$ cat config.mk
export PLATFORM = sky130hd
export DESIGN_NAME = uctl_token_rx
export DESIGN_NICKNAME = d
export VERILOG_FILES = /design/src/rtl/uctl_pkg.sv /design/src/rtl/uctl_pid_decode.sv /design/src/rtl/uctl_token_rx.sv
export SDC_FILE = /design/constraint.sdc
export NUM_CORES = 1
export LEC_CHECK = 0
export ABC_AREA = 1
export CORE_MARGIN = 5
export CORE_UTILIZATION = 51
export CTS_CLUSTER_DIAMETER = 50
export DETAILED_ROUTE_END_ITERATION = 8
export PLACE_DENSITY_LB_ADDON = 0.08
export SETUP_SLACK_MARGIN = 0.02
export SYNTH_ARGS = -nofsm -noshare
export SYNTH_HDL_FRONTEND = slang
export SYNTH_SLANG_ARGS = --single-unit
$ cat constraint.sdc
create_clock -name clk -period 2.7 [get_ports clk]
set_input_delay 0.54 -clock clk [delete_from_list [all_inputs] [get_ports clk]]
set_output_delay 0.54 -clock clk [all_outputs]
set_load 0.02 [all_outputs]
$ cat src/rtl/uctl_pkg.sv
// ---------------------------------------------------------------------------
// uctl_pkg : shared PID codes, error codes and FSM encoding for the USB token rx
// Revision : 1.0
// ---------------------------------------------------------------------------
`default_nettype none

package uctl_pkg;

  localparam int MAX_GAP_DEFAULT = 16;

  // Token PIDs (low nibble of the PID byte)
  localparam logic [3:0] PID_OUT   = 4'b0001;
  localparam logic [3:0] PID_IN    = 4'b1001;
  localparam logic [3:0] PID_SOF   = 4'b0101;
  localparam logic [3:0] PID_SETUP = 4'b1101;
  localparam logic [3:0] PID_PING  = 4'b0100;

  // Data and handshake PIDs
  localparam logic [3:0] PID_DATA0 = 4'b0011;
  localparam logic [3:0] PID_DATA1 = 4'b1011;
  localparam logic [3:0] PID_DATA2 = 4'b0111;
  localparam logic [3:0] PID_MDATA = 4'b1111;
  localparam logic [3:0] PID_ACK   = 4'b0010;
  localparam logic [3:0] PID_NAK   = 4'b1010;
  localparam logic [3:0] PID_STALL = 4'b1110;
  localparam logic [3:0] PID_NYET  = 4'b0110;

  localparam logic [1:0] ERR_CRC = 2'd0;
  localparam logic [1:0] ERR_PID = 2'd1;
  localparam logic [1:0] ERR_LEN = 2'd2;
  localparam logic [1:0] ERR_RX  = 2'd3;

  typedef logic [2:0] state_t;

  localparam state_t S_IDLE     = 3'd0;
  localparam state_t S_PID      = 3'd1;
  localparam state_t S_BYTE1    = 3'd2;
  localparam state_t S_BYTE2    = 3'd3;
  localparam state_t S_WAIT_EOP = 3'd4;
  localparam state_t S_CHECK    = 3'd5;
  localparam state_t S_DRAIN    = 3'd6;

  function automatic logic pid_is_token(input logic [3:0] pid);
    return (pid == PID_OUT) || (pid == PID_IN) || (pid == PID_SOF) ||
           (pid == PID_SETUP) || (pid == PID_PING);
  endfunction

endpackage

`default_nettype wire

$ cat src/rtl/uctl_pid_decode.sv
// ---------------------------------------------------------------------------
// uctl_pid_decode : combinational PID byte check and token classification
// Revision : 1.0
// ---------------------------------------------------------------------------
`default_nettype none

module uctl_pid_decode
  import uctl_pkg::*;
(
  input  logic [7:0] pid_byte,
  output logic       pid_ok,
  output logic       is_token
);

  assign pid_ok   = (pid_byte[7:4] == ~pid_byte[3:0]);
  assign is_token = pid_ok && pid_is_token(pid_byte[3:0]);

endmodule

`default_nettype wire

$ cat src/rtl/uctl_token_rx.sv
// ---------------------------------------------------------------------------
// uctl_token_rx : USB token packet receiver/parser feeding an external CRC5 checker
// Optional: UCTL_TOKEN_ADDR_FILTER_EN adds dev_addr and drops tokens for other devices
// Revision : 1.0
// ---------------------------------------------------------------------------
`default_nettype none

module uctl_token_rx
  import uctl_pkg::*;
#(
  parameter int MAX_GAP = MAX_GAP_DEFAULT
)
(
  input  logic        clk,
  input  logic        rst,
  input  logic        rx_active,
  input  logic        rx_valid,
  input  logic [7:0]  rx_data,
  input  logic        rx_error,
`ifdef UCTL_TOKEN_ADDR_FILTER_EN
  input  logic [6:0]  dev_addr,
`endif
  output logic [10:0] crc_rx_data,
  output logic [4:0]  crc_out,
  output logic        crc_enbl,
  input  logic        crc5_error,
  output logic        tok_valid,
  output logic [3:0]  tok_pid,
  output logic [6:0]  tok_addr,
  output logic [3:0]  tok_endp,
  output logic [10:0] tok_frame,
  output logic        tok_err,
  output logic [1:0]  tok_err_code
);

  localparam int GW = $clog2(MAX_GAP + 1);

  state_t        state, state_nx;
  logic [3:0]    pid_q;
  logic [7:0]    byte1_q, byte2_q;
  logic [GW-1:0] gap_cnt;
  logic          wait_low;

  logic          pid_ok, is_token;
  logic          in_pkt, timeout, addr_ok;
  logic          ld_pid, ld_b1, ld_b2;
  logic          valid_nx, err_nx;
  logic [1:0]    err_code_nx;

  uctl_pid_decode u_pid_decode (
    .pid_byte (rx_data),
    .pid_ok   (pid_ok),
    .is_token (is_token)
  );

  assign in_pkt  = (state == S_PID) || (state == S_BYTE1) ||
                   (state == S_BYTE2) || (state == S_WAIT_EOP);
  assign timeout = in_pkt && rx_active && (gap_cnt == GW'(MAX_GAP));

`ifdef UCTL_TOKEN_ADDR_FILTER_EN
  assign addr_ok = (pid_q == PID_SOF) || (byte1_q[6:0] == dev_addr);
`else
  assign addr_ok = 1'b1;
`endif

  assign crc_rx_data = {byte2_q[2:0], byte1_q};
  assign crc_out     = byte2_q[7:3];
  assign crc_enbl    = (state == S_CHECK);

  always_comb begin
    state_nx    = state;
    ld_pid      = 1'b0;
    ld_b1       = 1'b0;
    ld_b2       = 1'b0;
    valid_nx    = 1'b0;
    err_nx      = 1'b0;
    err_code_nx = ERR_CRC;
    case (state)
      S_IDLE: begin
        if (rx_active && !wait_low) state_nx = S_PID;
      end
      S_PID, S_BYTE1, S_BYTE2, S_WAIT_EOP: begin
        // EOP outranks everything; a byte arriving with rx_active low is dropped
        if (!rx_active) begin
          if (state == S_WAIT_EOP) begin
            state_nx = S_CHECK;
          end else begin
            state_nx = S_IDLE;
            if (state != S_PID) begin
              err_nx      = 1'b1;
              err_code_nx = ERR_LEN;
            end
          end
        end else if (rx_error || timeout) begin
          state_nx    = S_DRAIN;
          err_nx      = 1'b1;
          err_code_nx = ERR_RX;
        end else if (rx_valid) begin
          case (state)
            S_PID: begin
              if (!pid_ok) begin
                state_nx    = S_DRAIN;
                err_nx      = 1'b1;
                err_code_nx = ERR_PID;
              end else if (is_token) begin
                ld_pid   = 1'b1;
                state_nx = S_BYTE1;
              end else begin
                state_nx = S_DRAIN;
              end
            end
            S_BYTE1: begin
              ld_b1    = 1'b1;
              state_nx = S_BYTE2;
            end
            S_BYTE2: begin
              ld_b2    = 1'b1;
              state_nx = S_WAIT_EOP;
            end
            default: begin
              state_nx    = S_DRAIN;
              err_nx      = 1'b1;
              err_code_nx = ERR_LEN;
            end
          endcase
        end
      end
      S_CHECK: begin
        state_nx = S_IDLE;
        if (crc5_error) begin
          err_nx      = 1'b1;
          err_code_nx = ERR_CRC;
        end else begin
          valid_nx = addr_ok;
        end
      end
      S_DRAIN: begin
        if (!rx_active) state_nx = S_IDLE;
      end
      default: state_nx = S_IDLE;
    endcase
  end

  always_ff @(posedge clk) begin
    if (rst) begin
      state        <= S_IDLE;
      pid_q        <= '0;
      byte1_q      <= '0;
      byte2_q      <= '0;
      gap_cnt      <= '0;
      // a packet already in flight at reset must end before a new one is accepted
      wait_low     <= 1'b1;
      tok_valid    <= 1'b0;
      tok_err      <= 1'b0;
      tok_err_code <= '0;
      tok_pid      <= '0;
      tok_addr     <= '0;
      tok_endp     <= '0;
      tok_frame    <= '0;
    end else begin
      state <= state_nx;
      if (!rx_active) wait_low <= 1'b0;
      if (!in_pkt || rx_valid)        gap_cnt <= '0;
      else if (gap_cnt != GW'(MAX_GAP)) gap_cnt <= gap_cnt + 1'b1;
      if (ld_pid) pid_q   <= rx_data[3:0];
      if (ld_b1)  byte1_q <= rx_data;
      if (ld_b2)  byte2_q <= rx_data;
      tok_valid <= valid_nx;
      tok_err   <= err_nx;
      if (err_nx) tok_err_code <= err_code_nx;
      if (valid_nx) begin
        tok_pid   <= pid_q;
        tok_addr  <= byte1_q[6:0];
        tok_endp  <= {byte2_q[2:0], byte1_q[7]};
        tok_frame <= {byte2_q[2:0], byte1_q};
      end
    end
  end

endmodule

`default_nettype wire

== Word-level counts from Yosys, hierarchy flattened ==
Cells that the tools add are included.
Storage, ports and cells
  input port bits: 14
  bits in registers: 59
Cells by class
  $add $sub $neg: 1
  bitwise gates (word level): 1
  equal/unequal tests: 18
  reduce and logical (&&, ||, !) cells: 20
  muxes and demuxes: 46
Operators by type and width (number)
  2-to-1 mux 1 bit: 27
  2-to-1 mux 3 bit: 8
  one-hot mux 3 bit (3 select lines): 2
  2-to-1 mux 2 bit: 6
  equality test 3 bit (second input constant): 3
  logical OR 1 bit: 9
  equality test 4 x 3 -> 1 bit (second input constant): 2
  equality test 4 bit (second input constant): 2
  equality test 3 x 2 -> 1 bit (second input constant): 2
  adder 5 x 1 -> 5 bit (second input constant): 1
  equality test 5 bit (second input constant): 1
  != test 5 bit (second input constant): 1
  equality test 4 x 1 -> 1 bit (second input constant): 1
  equality test 4 bit: 1
  logical AND 1 bit: 4
  != test 2 bit (second input constant): 2
  != test 4 bit (second input constant): 1
  inverter 4 bit: 1
  one-hot mux 1 bit (2 select lines): 2
  one-hot mux 2 bit (2 select lines): 1
  OR reduction 2 bit: 2
  OR reduction 4 bit: 1
  equality test 3 x 1 -> 1 bit (second input constant): 1
  zero test 3 bit: 1
  other kinds (3): 4

== Longest topological paths before layout ==
  depth after elaboration: 13
  gate-level depth with buffers: 14
  gate-level depth less buffers: 14

== Hierarchy ==
From an unflattened synthesis, not the netlist that was laid out.
Second synthesis, totals
  cells, all modules: 314
  area, all modules: 2243.4 um2
Modules (own cells, without submodules)
  uctl_token_rx: cells each 287, seq. area each 960.9 um2, instances 1, area an instance 2138.3 um2
  uctl_pid_decode: cells each 27, seq. area each 0.0 um2, instances 1, area an instance 105.1 um2

== Worst setup path before layout ==
No wires, ideal clock.
  path type: reg-to-reg
  start: register gap_cnt[0]
  end: register byte1_q[0]
  arrival: 1.471 ns
  cell stages (with the launch flop): 14
  path slack: 1.116 ns
  clock period less this slack: 1.584 ns
  required time: 2.587 ns
  cells stage by stage: dfxtp_1 -> inv_1 -> ha_1 -> nand2_1 -> inv_1 -> nand2_1 -> inv_1 -> nand3_2 -> nand2_2 -> inv_4 -> nand4_4 -> buf_6 -> nor2_1 -> nor2_1
On the way
  word-level cells in the longest chain between the ends: 6
Ends and longest elaborated chain
  start: declaration: line uctl_token_rx.sv:41  | logic [GW-1:0] gap_cnt;
  start signal: assignment: line uctl_token_rx.sv:164  | else if (gap_cnt != GW'(MAX_GAP)) gap_cnt <= gap_cnt + 1'b1;
  equality test 5 bit: line uctl_token_rx.sv:58  | assign timeout = in_pkt && rx_active && (gap_cnt == GW'(MAX_GAP));
  logical AND 1 bit: line uctl_token_rx.sv:58
  logical OR 1 bit: line uctl_token_rx.sv:94  | end else if (rx_error || timeout) begin
  2-to-1 mux 1 bit: line uctl_token_rx.sv:94
  2-to-1 mux 1 bit: line uctl_token_rx.sv:84  | if (!rx_active) begin
  2-to-1 mux 1 bit: line uctl_token_rx.sv:78  | case (state)
  end signal: assignment: line uctl_token_rx.sv:166  | if (ld_b1) byte1_q <= rx_data;
  end: declaration: line uctl_token_rx.sv:40  | logic [7:0] byte1_q, byte2_q;
Every way passes these cells.
A chain may end at the register's enable or synchronous reset.

== Worst setup path in the final report ==
  start: register state[2]
  end: output port crc_enbl
On the way
  word-level cells in the longest chain between the ends: 1
Ends and longest elaborated chain
  start: declaration: line uctl_token_rx.sv:38  | state_t state, state_nx;
  start signal: assignment: line uctl_token_rx.sv:161  | state <= state_nx;
  equality test 3 bit: line uctl_token_rx.sv:68  | assign crc_enbl = (state == S_CHECK);
  end: declaration: line uctl_token_rx.sv:25  | output logic crc_enbl,
Every way passes these cells.

==> flow_summary_export.csv <==
group,metric,value,unit
global_route,grt_max_degree,25,
global_route,overflow,0,
drt,drc,0,
logic_synthesis,yosysTopAreaCellShare,0.431,
clocking,post_cts_buffers,0,
worst_setup_path,critPathTopFamily,"buffers and inverters",
worst_setup_path,path_depth,5,
clocking,post_cts_resized,0,
drt,drtAntennaViolNets,0,
worst_setup_path,crit_chain,"inv_2 > nor2_1 > nand2_1 > inv_1 > clkdlybuf4s50_1",
floorplan,dieWidth,76.1,um
drt,wl_per_cell,11.7,um
timing,final-hold-violation-count,0,
global_route,antenna_found_initial,0,
timing,rsz0062_at_grt,"false",
worst_setup_path,crit_path_top_delay_cell,"clkdlybuf4s50_1",
clocking,cts_buffers,5,
worst_setup_path,reg2regPathDepth,12,
logic_synthesis,synth_seq_cells,48,
floorplan,dieHeight,76.1,um
logic_synthesis,ys_seq_area_frac,0.431,
timing,timing.fmax,445,MHz
layout,drive_gt1_frac,0.0697,
clocking,h-tree-depth,2,
clocking,clk_pin_slew,80,ps
worst_setup_path,critPathKind,"register to output pin",
placed_design,place.port_buffers,60,
worst_hold_path,holdPathStages,2,
layout,num_antenna_cells,0,
timing,final_max_slew_viol_count,0,
worst_setup_path,cp_data_required_time,2160,ps
clocking,root_buffer,"clkbuf_8",
drt,met2_length,2450,um
worst_setup_path,cp_max_fo,7,
global_route,grt_pass1_wl,8880,um
run,cap_violations,0,
drt,routed_wl,4990,um
layout,fin_nets,388,
pwr,irDropWorstVdd,319,uV
drt,top_layer,"met4",
logic_synthesis,synth_area,0.00223,sq mm
drt,routed_via_density,4.88,
logic_synthesis,syn_avg_cell_area,6.94,sq um
placed_design,hpwl,3760,um
worst_hold_path,hold_path_class,"register to register",
worst_setup_path,worst-path-buf-inv,3,
worst_setup_path,critical_path_arrival,1710,ps
worst_setup_path,reg2reg_to,"byte1_q[6]",
floorplan,core-area,0.00429,sq mm
placed_design,place_congestion,0.946,
timing,finalClockSkew,4.96,ps
clocking,postCtsHoldBufs,0,
timing,finalCritPeriodShare,0.832,
drt,dr.pass1.iters,4,
floorplan,initial_core_util,0.519,
logic_synthesis,yosys.area.top_type,"dfxtp_1",
timing,fin_crit,2250,ps
drt,drtIter0Drc,80,
clocking,insertion_delay,300,ps
drt,wl_met1,2170,um
logic_synthesis,synth_fp_nets,337,
floorplan,rows,24,
layout,final_common_cell,"nand2_1",
timing,tightest_slew,442,ps
worst_setup_path,cp-startpoint,"state[2]",
logic_synthesis,yosys_warnings,0,
logic_synthesis,synth_cells,321,
floorplan,fp.dieArea,0.00579,sq mm
layout,area_growth,29.1,%
pwr,power,0.00167,W
timing,hold_ws,462,ps
drt,dr_total_vias,2075,
pwr,p_leak,1.29,nW
run_status,status,"finished clean",
worst_setup_path,worstSetupEndpointType,"output pin",
clocking,cts.path.max_buffers,2,
timing,max_slew_margin,0.703,
worst_setup_path,slowest_delay,600,ps
clocking,clkSinkCount,48,
layout,final_cell_mix,"nand2_1, nor2_1, clkdlybuf4s50_1",
worst_setup_path,worstReg2RegStart,"gap_cnt[0]",
floorplan,ios,61,
worst_setup_path,rrSetupSlack,870,ps
timing,setup_viol,0,
placed_design,dp.cells,417,
worst_setup_path,worstSetupStartpointType,"register",
clocking,cts_tree,"built",
timing,fin_tns_setup,0,ps
logic_synthesis,yosysUniqueCellTypes,25,
pwr,power.density,580,mW/mm^2
worst_setup_path,endpoint,"crc_enbl",
drt,dr_wl_met3,310,um
logic_synthesis,synth_area_leaders,"dfxtp_1, nand2_1, nor2_1, inv_1, a21oi_1",
global_route,grt_pass1_vias,2008,
layout,post-route-util,0.670,
global_route,track_usage,0.182,
layout,instances_no_fill,425,
==> state kept, by name, summed over array words and instances (netlist names) <==
name          cells
gap_cnt           5
pid_q             4
tok_addr          6
tok_err_code      2
byte1_q           8
tok_pid           4
state             3
byte2_q           8
tok_frame         1
tok_endp          4
wait_low          1
tok_valid         1
tok_err           1
==> stage by stage <==
stage | setup slack [ps] | cell area, sq um
2_1_floorplan | 1120 | 2230
3_3_place_gp | 482 | 2780
3_5_place_dp | 364 | 2780
4_1_cts | 452 | 2880
5_1_grt | 371 | 2880
6_report | 455 | 2880
==> how the worst min path moves through the flow <==
stage               startpoint       end  slack, ps
floorplan             wait_low  wait_low        410
global placement      wait_low  wait_low        440
detailed placement    pid_q[1]  pid_q[1]        450
CTS                   pid_q[1]  pid_q[1]        460
global route          pid_q[1]  pid_q[1]        480
finish                pid_q[1]  pid_q[1]        460
==> cell type report <==
type                    instances  area (sq um)
multi-input cells             214           978
fillers                       379          1420
repair buffers                 64           631
well taps                      52          65.1
clock inverters                 2          10.0
clock buffers                   6          82.6
flip-flops and latches         48           961
inverters                      39           149
==> synthesized netlist by cell type <==
| library cell | n |
|---|---|
| nand2_1 | 71 |
| nor2_1 | 63 |
| dfxtp_1 | 48 |
| inv_1 | 35 |
| a21oi_1 | 23 |
| o21ai_0 | 21 |
| buf_4 | 12 |
| nand3_1 | 9 |
| nor3_1 | 9 |
| buf_2 | 4 |
| nand2_2 | 4 |
| buf_6 | 2 |
| clkbuf_1 | 2 |
| ha_1 | 2 |
| inv_2 | 2 |
| nand4_1 | 2 |
| nand4_4 | 2 |
| nor2_2 | 2 |
| or2_2 | 2 |
| clkinv_1 | 1 |
| inv_4 | 1 |
| nand3_2 | 1 |
| o211ai_1 | 1 |
| xnor2_1 | 1 |
| xor2_1 | 1 |
==> report_power, final <==
| part | switching [W] | internal, W | leakage (nW) |
|---|---|---|---|
| combinational | 0.000263 | 0.000169 | 0.849 |
| clock | 0.000236 | 0.000205 | 0.0510 |
| sequential | 0.0000381 | 0.000758 | 0.388 |
| total | 0.000537 | 0.00113 | 1.29 |
==> kinds of logic after synthesis <==
logic type / count (synthesis) / share of synthesized area
buffers and inverters: 59 / 0.130
AND/OR/NAND/NOR: 165 / 0.318
XOR/XNOR: 2 / 0.00786
adder cells (fa/ha/maj): 2 / 0.0112
flip-flops: 48 / 0.431
AO/OA/AOI/OAI: 45 / 0.102
==> worst min-delay path, delay by kind of cell, from the launching register on <==
kind,cells,cell delay (ps)
DFF,1,310
and+or+nand+nor,1,50
buffers and inverters,1,70
==> routing by layer <==
metal / GRT usage / up-vias
met4: 0.0647 / 0
met3: 0.0603 / 9
li1: - / 1085
met5: 0 / -
met2: 0.306 / 46
met1: 0.216 / 935
Power figures use the tool's default switching activity.
